**src/rtl/keyboard_action_decoder_pkg.sv**
```systemverilog
// Shared constants and types for the PS/2 Set-2 keyboard action decoder.
package keyboard_pkg;

  localparam logic [7:0] SC_EXT   = 8'hE0;
  localparam logic [7:0] SC_BRK   = 8'hF0;
  localparam logic [7:0] SC_PAUSE = 8'hE1;
  localparam logic [7:0] SC_ESC   = 8'h76;
  localparam logic [7:0] SC_NUL   = 8'h00;
  localparam logic [7:0] SC_OVR   = 8'hFF;
  localparam logic [7:0] SC_BAT   = 8'hAA;
  localparam logic [7:0] SC_ACK   = 8'hFA;
  localparam logic [7:0] SC_RSND  = 8'hFE;
  localparam logic [7:0] SC_ECHO  = 8'hEE;

  // Player 1: plain codes
  localparam logic [7:0] SC_W     = 8'h1D;
  localparam logic [7:0] SC_S     = 8'h1B;
  localparam logic [7:0] SC_A     = 8'h1C;
  localparam logic [7:0] SC_D     = 8'h23;
  localparam logic [7:0] SC_SPACE = 8'h29;
  // Player 2: E0-prefixed arrows, plain Enter
  localparam logic [7:0] SC_UP    = 8'h75;
  localparam logic [7:0] SC_DOWN  = 8'h72;
  localparam logic [7:0] SC_LEFT  = 8'h6B;
  localparam logic [7:0] SC_RIGHT = 8'h74;
  localparam logic [7:0] SC_ENTER = 8'h5A;

  localparam int NUM_ACT = 5;
  localparam logic [2:0] ACT_UP    = 3'd0;
  localparam logic [2:0] ACT_DOWN  = 3'd1;
  localparam logic [2:0] ACT_LEFT  = 3'd2;
  localparam logic [2:0] ACT_RIGHT = 3'd3;
  localparam logic [2:0] ACT_BOMB  = 3'd4;

  typedef enum logic [2:0] {IDLE, EXT, BRK, EXT_BRK, SKIP} kbd_state_e;

endpackage

```
**src/rtl/keyboard_action_decoder_if.sv**
```systemverilog
// Scan-byte input and action outputs of the keyboard decoder.
interface keyboard_action_decoder_if;
    logic [7:0] scan_code;
    logic       scan_valid;
    logic [4:0] p1_actions;
    logic [4:0] p2_actions;
    logic [9:0] press_evt;
    logic       pause;
    logic       parse_err;

    modport master (output scan_code, scan_valid,
                    input  p1_actions, p2_actions, press_evt, pause, parse_err);
    modport slave  (input  scan_code, scan_valid,
                    output p1_actions, p2_actions, press_evt, pause, parse_err);
endinterface

```
**src/rtl/keyboard_action_decoder_keymap.sv**
```systemverilog
// Combinational lookup of {ext, code} to a game key slot or the Esc key.
module kbd_keymap
    import keyboard_pkg::*;
(
    input  logic       ext_i,
    input  logic [7:0] code_i,
    output logic       hit_o,
    output logic       player_o,
    output logic [2:0] act_o,
    output logic       esc_o
);
    always_comb begin
        hit_o    = 1'b1;
        player_o = 1'b0;
        act_o    = ACT_UP;
        esc_o    = 1'b0;
        // The ext flag is part of the match: plain 75 and E0 5A fall through.
        case ({ext_i, code_i})
            {1'b0, SC_W}:     act_o = ACT_UP;
            {1'b0, SC_S}:     act_o = ACT_DOWN;
            {1'b0, SC_A}:     act_o = ACT_LEFT;
            {1'b0, SC_D}:     act_o = ACT_RIGHT;
            {1'b0, SC_SPACE}: act_o = ACT_BOMB;
            {1'b1, SC_UP}:    begin player_o = 1'b1; act_o = ACT_UP;    end
            {1'b1, SC_DOWN}:  begin player_o = 1'b1; act_o = ACT_DOWN;  end
            {1'b1, SC_LEFT}:  begin player_o = 1'b1; act_o = ACT_LEFT;  end
            {1'b1, SC_RIGHT}: begin player_o = 1'b1; act_o = ACT_RIGHT; end
            {1'b0, SC_ENTER}: begin player_o = 1'b1; act_o = ACT_BOMB;  end
            {1'b0, SC_ESC}:   begin hit_o = 1'b0; esc_o = 1'b1; end
            default:          hit_o = 1'b0;
        endcase
    end
endmodule

```
**src/rtl/keyboard_action_decoder.sv**
```systemverilog
// PS/2 Set-2 scan byte parser holding two players' game keys and a pause toggle.
// Optional prefix timeout enabled by defining KBD_TIMEOUT_EN.
module keyboard_action_decoder
    import keyboard_pkg::*;
#(
    parameter int TIMEOUT_CYCLES = 2_500_000,
    parameter int SKIP_BYTES     = 7
) (
    input  logic                        clk,
    input  logic                        reset_n,
    keyboard_action_decoder_if.slave    bus
);
    localparam int SKW = $clog2(SKIP_BYTES + 1);

    kbd_state_e     state_q, state_d;
    logic [SKW-1:0] skip_q, skip_d;
    logic [9:0]     keys_q, keys_d, evt_q, evt_d;
    logic           pause_q, pause_d, esc_q, esc_d, err_q, err_d;

    logic       ext, hit, player, is_esc, do_make, do_brk, overrun, ignored;
    logic [2:0] act;
    logic [3:0] key_idx;

    assign ext     = (state_q == EXT) || (state_q == EXT_BRK);
    assign overrun = (bus.scan_code == SC_NUL) || (bus.scan_code == SC_OVR);
    assign ignored = (bus.scan_code == SC_BAT) || (bus.scan_code == SC_ACK) ||
                     (bus.scan_code == SC_RSND) || (bus.scan_code == SC_ECHO);
    assign key_idx = (player ? 4'(NUM_ACT) : 4'd0) + 4'(act);

    kbd_keymap u_keymap (
        .ext_i    (ext),
        .code_i   (bus.scan_code),
        .hit_o    (hit),
        .player_o (player),
        .act_o    (act),
        .esc_o    (is_esc)
    );

`ifdef KBD_TIMEOUT_EN
    localparam int TW = (TIMEOUT_CYCLES > 1) ? $clog2(TIMEOUT_CYCLES) : 1;
    logic [TW-1:0] tmo_q;
    logic          tmo_hit;

    // Reloads on every byte; only counts while a multi-byte sequence is open.
    always_ff @(posedge clk or negedge reset_n) begin
        if (!reset_n)                                tmo_q <= '0;
        else if (bus.scan_valid || state_q == IDLE)  tmo_q <= '0;
        else                                         tmo_q <= tmo_q + TW'(1);
    end
    assign tmo_hit = !bus.scan_valid && (state_q != IDLE) &&
                     (tmo_q == TW'(TIMEOUT_CYCLES - 1));
`endif

    always_comb begin
        state_d = state_q;
        skip_d  = skip_q;
        keys_d  = keys_q;
        evt_d   = '0;
        err_d   = 1'b0;
        pause_d = pause_q;
        esc_d   = esc_q;
        do_make = 1'b0;
        do_brk  = 1'b0;
        if (bus.scan_valid) begin
            if (overrun && state_q != SKIP) begin
                state_d = IDLE;
                keys_d  = '0;
                esc_d   = 1'b0;
                err_d   = 1'b1;
            end else begin
                case (state_q)
                    IDLE: begin
                        if (bus.scan_code == SC_EXT)        state_d = EXT;
                        else if (bus.scan_code == SC_BRK)   state_d = BRK;
                        else if (bus.scan_code == SC_PAUSE) begin
                            state_d = SKIP;
                            skip_d  = SKW'(SKIP_BYTES);
                        end else if (!ignored)              do_make = 1'b1;
                    end
                    EXT: begin
                        if (bus.scan_code == SC_BRK)        state_d = EXT_BRK;
                        else if (bus.scan_code != SC_EXT) begin
                            do_make = 1'b1;
                            state_d = IDLE;
                        end
                    end
                    BRK, EXT_BRK: begin
                        do_brk  = 1'b1;
                        state_d = IDLE;
                    end
                    SKIP: begin
                        skip_d = skip_q - SKW'(1);
                        if (skip_q <= SKW'(1)) state_d = IDLE;
                    end
                    default: state_d = IDLE;
                endcase
            end
        end
`ifdef KBD_TIMEOUT_EN
        if (tmo_hit) begin
            state_d = IDLE;
            skip_d  = '0;
            err_d   = 1'b1;
        end
`endif
        // Press event only on a 0->1 edge so typematic repeats stay silent.
        if (do_make && hit) begin
            keys_d[key_idx] = 1'b1;
            evt_d[key_idx]  = ~keys_q[key_idx];
        end
        if (do_make && is_esc) begin
            if (!esc_q) pause_d = ~pause_q;
            esc_d = 1'b1;
        end
        if (do_brk && hit)    keys_d[key_idx] = 1'b0;
        if (do_brk && is_esc) esc_d = 1'b0;
    end

    always_ff @(posedge clk or negedge reset_n) begin
        if (!reset_n) begin
            state_q <= IDLE;
            skip_q  <= '0;
            keys_q  <= '0;
            evt_q   <= '0;
            pause_q <= 1'b0;
            esc_q   <= 1'b0;
            err_q   <= 1'b0;
        end else begin
            state_q <= state_d;
            skip_q  <= skip_d;
            keys_q  <= keys_d;
            evt_q   <= evt_d;
            pause_q <= pause_d;
            esc_q   <= esc_d;
            err_q   <= err_d;
        end
    end

    assign bus.p1_actions = keys_q[4:0];
    assign bus.p2_actions = keys_q[9:5];
    assign bus.press_evt  = evt_q;
    assign bus.pause      = pause_q;
    assign bus.parse_err  = err_q;
endmodule

```
**src/flat_wrapper.sv**
```systemverilog
// flat-port wrapper written by rule: the top's interface ports become plain ports
module keyboard_action_decoder_flat import keyboard_pkg::*;
#(
    parameter int TIMEOUT_CYCLES = 2_500_000,
    parameter int SKIP_BYTES     = 7
)
  (clk, reset_n, bus_scan_code, bus_scan_valid, bus_p1_actions, bus_p2_actions, bus_press_evt, bus_pause, bus_parse_err);
  keyboard_action_decoder_if bus_i ();
  input  logic clk;
  input  logic reset_n;
  input wire logic [$bits(bus_i.scan_code)-1:0] bus_scan_code;
  input wire logic [$bits(bus_i.scan_valid)-1:0] bus_scan_valid;
  output wire logic [$bits(bus_i.p1_actions)-1:0] bus_p1_actions;
  output wire logic [$bits(bus_i.p2_actions)-1:0] bus_p2_actions;
  output wire logic [$bits(bus_i.press_evt)-1:0] bus_press_evt;
  output wire logic [$bits(bus_i.pause)-1:0] bus_pause;
  output wire logic [$bits(bus_i.parse_err)-1:0] bus_parse_err;
  assign bus_i.scan_code = bus_scan_code;
  assign bus_i.scan_valid = bus_scan_valid;
  assign bus_p1_actions = bus_i.p1_actions;
  assign bus_p2_actions = bus_i.p2_actions;
  assign bus_press_evt = bus_i.press_evt;
  assign bus_pause = bus_i.pause;
  assign bus_parse_err = bus_i.parse_err;
  keyboard_action_decoder #(.TIMEOUT_CYCLES(TIMEOUT_CYCLES), .SKIP_BYTES(SKIP_BYTES)) u_core (.clk(clk), .reset_n(reset_n), .bus(bus_i));
endmodule
```
**config.mk**
```make
export PLATFORM = sky130hd
export DESIGN_NAME = keyboard_action_decoder_flat
export DESIGN_NICKNAME = d
export VERILOG_FILES = /design/src/rtl/keyboard_action_decoder_pkg.sv /design/src/rtl/keyboard_action_decoder_if.sv /design/src/rtl/keyboard_action_decoder_keymap.sv /design/src/rtl/keyboard_action_decoder.sv /design/src/flat_wrapper.sv
export SDC_FILE = /design/constraint.sdc
export NUM_CORES = 1
export LEC_CHECK = 0
export CELL_PAD_IN_SITES_DETAIL_PLACEMENT = 0
export CELL_PAD_IN_SITES_GLOBAL_PLACEMENT = 1
export CORE_UTILIZATION = 36
export DETAILED_ROUTE_END_ITERATION = 7
export GPL_ROUTABILITY_DRIVEN = 1
export PLACE_DENSITY = 0.76
export SLEW_MARGIN = 40
export SYNTH_ARGS = -nofsm -noshare
export SYNTH_HDL_FRONTEND = slang
export SYNTH_SLANG_ARGS = --single-unit
```
**constraint.sdc**
```tcl
create_clock -name clk -period 2.95 [get_ports clk]
set_clock_uncertainty 0.1 [all_clocks]
set_input_delay 0.885 -clock clk [delete_from_list [all_inputs] [get_ports clk]]
set_output_delay 0.885 -clock clk [all_outputs]
set_load 0.05 [all_outputs]
```
==> impl.org <==
** Worst setup path
- The worst register-to-register path ends at u_core.keys_q[4]$_DFF_PN0_.
- Setup crit start kind :: input port
- Worst R2R Path Depth :: 9
- Critical Setup Path Class :: in -> reg
- FF-to-FF setup slack :: ~0.15 ns
- Critical path endpoint category :: flip-flop
- Launch instance of the worst register-to-register path :: u_core.state_q[2]$_DFFE_PN0P_
- In this run the worst setup path begins at bus_scan_code[4].
- Critical path data arrival time :: around 3.3 ns
- Crit Path Max Fanout :: 3
- Data on the critical path is required at its endpoint by 3.04 ns.

** STA
- RSZ-0062 raised after global routing :: true
- After layout, the worst setup slack is -0.230 ns.
- The routed design could run at a clock period as short as roughly 3.2 ns.
- In this run the tightest slew margin relative to its limit is approximately two thirds.
- Final Cycle Share :: 108%
- Static timing analysis puts the maximum clock frequency at around 310 MHz.
- Count of endpoints failing hold in the final timing report :: 0
- Final Setup Violations :: 19
- Transition at the pin with the smallest max-transition slack :: around 0.5 ns
- Max-slew violation total from the final report :: 0

** Drt
- The final layout contains routed wiring with a total length of 5960 microns.
- Pre-antenna DRT Iters :: 4
- Count of antenna-violating nets left after detailed routing :: 0
- Dividing the detail-routed wire length by the instance count gives around 15 microns.
- Via-to-Cell Ratio :: roughly 5.5
- Detailed routing inserted a total of ~2100 vias.
- Count of unresolved DRC violations after routing :: 0
- DRC violation total after the first TritonRoute iteration :: between 90 and 100

** Flow run
- Max-cap violations in this run came to 0.

** Floorplan
- For this configuration, the core starts out at a cell density of about two fifths.
- Height of the die :: 74.3 microns
- During I/O placement, the number of pins put on the boundary was 33.
- Measured along the x axis, the die boundary spans between 70 and 80 microns.
- Area of the placeable core :: just under 5000 sq um
- Die area :: 5510 sq um
- Site row count :: 25

** Clocking
- The clock passes through at most 2 buffers.
- Deepest level of the CTS H-tree :: 2
- Worst-path clk slew :: roughly 0.060 ns
- CTS root buffer :: sky130_fd_sc_hd__clkbuf_8
- Clk_lat worst skew :: about 0.28 ns
- In this run, CTS created clock tree buffers numbering 5.
- TritonCTS built the clock tree.
- CTS sink count :: 29

** Power
- Overall power consumption after layout is estimated at 0.00111 W.
- In this run the static leakage power is roughly 1.4 nW.
- Power spread over the standard cell area amounts to approximately 340 nW/um^2.
- IR analysis of the VDD net gives a maximum drop of 0.322 mV.

** Layout
- For this run, the share of the core covered by cells in the final layout is between 60% and 70%.
- Net count reported at finish :: about 340
- The filler cells instantiated in the layout total between 400 and 500.
- Combined area of the multi-input logic cells :: around 1400 sq um
- Relative to the synthesized area, the layout overhead comes to 73.0%.
- Antenna diode instance count :: 0
- The post-route netlist has ~45% of its cells at a drive strength greater than 1.
- Leaving out fill and tap cells, the most frequent cells in the layout are sky130_fd_sc_hd__buf_4, sky130_fd_sc_hd__dfrtp_1, sky130_fd_sc_hd__nor2_1, sky130_fd_sc_hd__clkdlybuf4s50_1, sky130_fd_sc_hd__nand2_1.
- Leading cell type in the layout, fill and taps excluded :: sky130_fd_sc_hd__buf_4
- In the final layout, flip-flops and latches occupy 726 sq um.

** Min path
- HP Class :: reg -> reg
- For hold timing, the worst endpoint is u_core.bus.press_evt[0]$_DFF_PN0_.
- Worst hold path cell count :: 1
- The worst hold path begins at u_core.keys_q[0]$_DFF_PN0_.

** Synth
- Summing every instance area after synthesis gives around 1900 sq um.
- Synthesis Warnings :: 0
- Summed over its instances, the top area cell type makes up about two fifths of the synthesized netlist area.
- Predominant post-synthesis flop cell :: sky130_fd_sc_hd__dfrtp_1
- Sequential element share of the synthesized area :: between 30% and 40%
- sky130_fd_sc_hd__dfrtp_1 takes more of the synthesized area than any other cell.
- Average cell area after synthesis :: about 8.7 sq um
- After technology mapping, the gate count stands at approximately 220.
- Proportion of synthesized flip-flops having asynchronous set or reset :: 100%
- Main area contributors after synthesis :: sky130_fd_sc_hd__dfrtp_1, sky130_fd_sc_hd__nor2_1, sky130_fd_sc_hd__nand2_1
- Net count after synthesis :: 230
- Number of flops mapped to enable cells by yosys :: 0
- In this run, synthesis produced a sequential element count of 29.
- Yosys mapped the design onto between 50 and 60 distinct sky130hd cell types.

** Place
- Buffers placed on the I/O ports in this run total 32.
- Global placement routability congestion :: 0.843
- The HPWL after detailed placement is 4180 microns.

** Global route
- Overall Global Routing Usage :: 23.6%
- The via count of the first global-routing pass came to 2133.
- The first global-routing pass estimated 9880 microns of wire.
- Pin count of the biggest net entering global routing :: 30
- Final global-route overflow total :: 0
- Number of antenna violations at the first check in global routing :: 0

** Run status
- The final reports fail on setup timing.
- The flow ran to the end, but the final reports show violations.
cell type report:
class	count	area share [%]
Tap cell	67	2.58
Clock inverter	2	0.308
Timing Repair Buffer	106	27.6
Inverter	10	1.31
Multi-Input combinational cell	168	43.6
Clock buffer	6	2.23
Sequential cell	29	22.3
metal layers:
layer,track usage (%),wire (microns),vias to the layer above
met5,0,0,-
met4,8.39,95,0
met3,5.42,229,11
met2,39.3,2950,43
met1,30.0,2680,1042
li1,-,-,1031
per-stage QoR:
step | setup slack (ns) | instance area [sq um] | std cells | hold WS, ns | setup TNS, ns
floorplan | -0.425 | 2010 | 215 | 0.350 | -6.08
global placement | -0.914 | 2820 | 368 | 0.339 | -17.37
detailed placement | -0.906 | 2820 | 368 | 0.351 | -17.72
CTS | -0.291 | 3120 | 385 | 0.352 | -2.60
global route | -0.355 | 3250 | 388 | 0.376 | -5.26
finish | -0.230 | 3250 | 388 | 0.352 | -2.50
critical path, stage by stage:
cell and delay [ns]:
sky130_fd_sc_hd__buf_6 0.10, sky130_fd_sc_hd__or4b_4 0.55, sky130_fd_sc_hd__nor3b_2 0.17, sky130_fd_sc_hd__o2111a_1 0.24
sky130_fd_sc_hd__a311oi_4 0.05, sky130_fd_sc_hd__inv_2 0.09, sky130_fd_sc_hd__ha_4 0.14, sky130_fd_sc_hd__ha_4 0.21
sky130_fd_sc_hd__a2111oi_4 0.22, sky130_fd_sc_hd__or3b_4 0.42, sky130_fd_sc_hd__a32oi_1 0.17
flip-flops by register name, summed over array words and instances (netlist names):
register / count
u_core.bus.pause: 1
u_core.state_q: 3
u_core.esc_q: 1
u_core.skip_q: 3
u_core.bus.press_evt: 10
u_core.keys_q: 10
u_core.bus.parse_err: 1
worst max path at each step:
stage	cells past startpoint	endpoint	slack (ns)
2_1_floorplan	10	u_core.keys_q[4]$_DFF_PN0_	-0.42
4_1_cts	11	u_core.keys_q[4]$_DFF_PN0_	-0.29
3_5_place_dp	9	u_core.keys_q[4]$_DFF_PN0_	-0.91
5_1_grt	12	u_core.keys_q[4]$_DFF_PN0_	-0.35
3_3_place_gp	11	u_core.keys_q[4]$_DFF_PN0_	-0.91
6_report	11	u_core.keys_q[4]$_DFF_PN0_	-0.23
timing repair:
| action | CTS | global route |
|---|---|---|
| setup buffers | 9 | 3 |
| hold buffers | 0 | 0 |
| pin swaps | 24 | 17 |
| cloned | 1 | 0 |
| resized for setup | 51 | 28 |
| endpoints found under the setup margin | 24 | 24 |
logic make-up (layout without fill, tap and decap cells):
logic type | count (synthesis) | after routing | synth area share (%)
adder cells (fa/ha/maj) | 4 | 4 | 2.66
flip-flops | 29 | 29 | 38.6
multiplexers | 2 | 2 | 1.13
AO/OA/AOI/OAI | 55 | 55 | 23.6
AND/OR/NAND/NOR | 105 | 105 | 29.0
XOR/XNOR | 2 | 2 | 0.932
buffers and inverters | 18 | 124 | 4.06
power by group:
group          switching [W]  total (W)  internal (W)
Clock               0.000144   0.000307      0.000163
Combinational       0.000195   0.000350      0.000156
Sequential         0.0000238   0.000456      0.000433
Total               0.000362    0.00111      0.000751
synthesized netlist by cell type, types with 5 or more instances:
| cell type | count |
|---|---|
| sky130_fd_sc_hd__nor3_1 | 10 |
| sky130_fd_sc_hd__a31oi_1 | 7 |
| sky130_fd_sc_hd__nand2_1 | 22 |
| sky130_fd_sc_hd__nor2_1 | 31 |
| sky130_fd_sc_hd__nand2b_1 | 5 |
| sky130_fd_sc_hd__a32oi_1 | 6 |
| sky130_fd_sc_hd__a21oi_1 | 6 |
| sky130_fd_sc_hd__nor4_1 | 10 |
| sky130_fd_sc_hd__a22oi_1 | 5 |
| sky130_fd_sc_hd__inv_1 | 10 |
| sky130_fd_sc_hd__dfrtp_1 | 29 |
No activity file was read; power rests on OpenSTA's default activity.
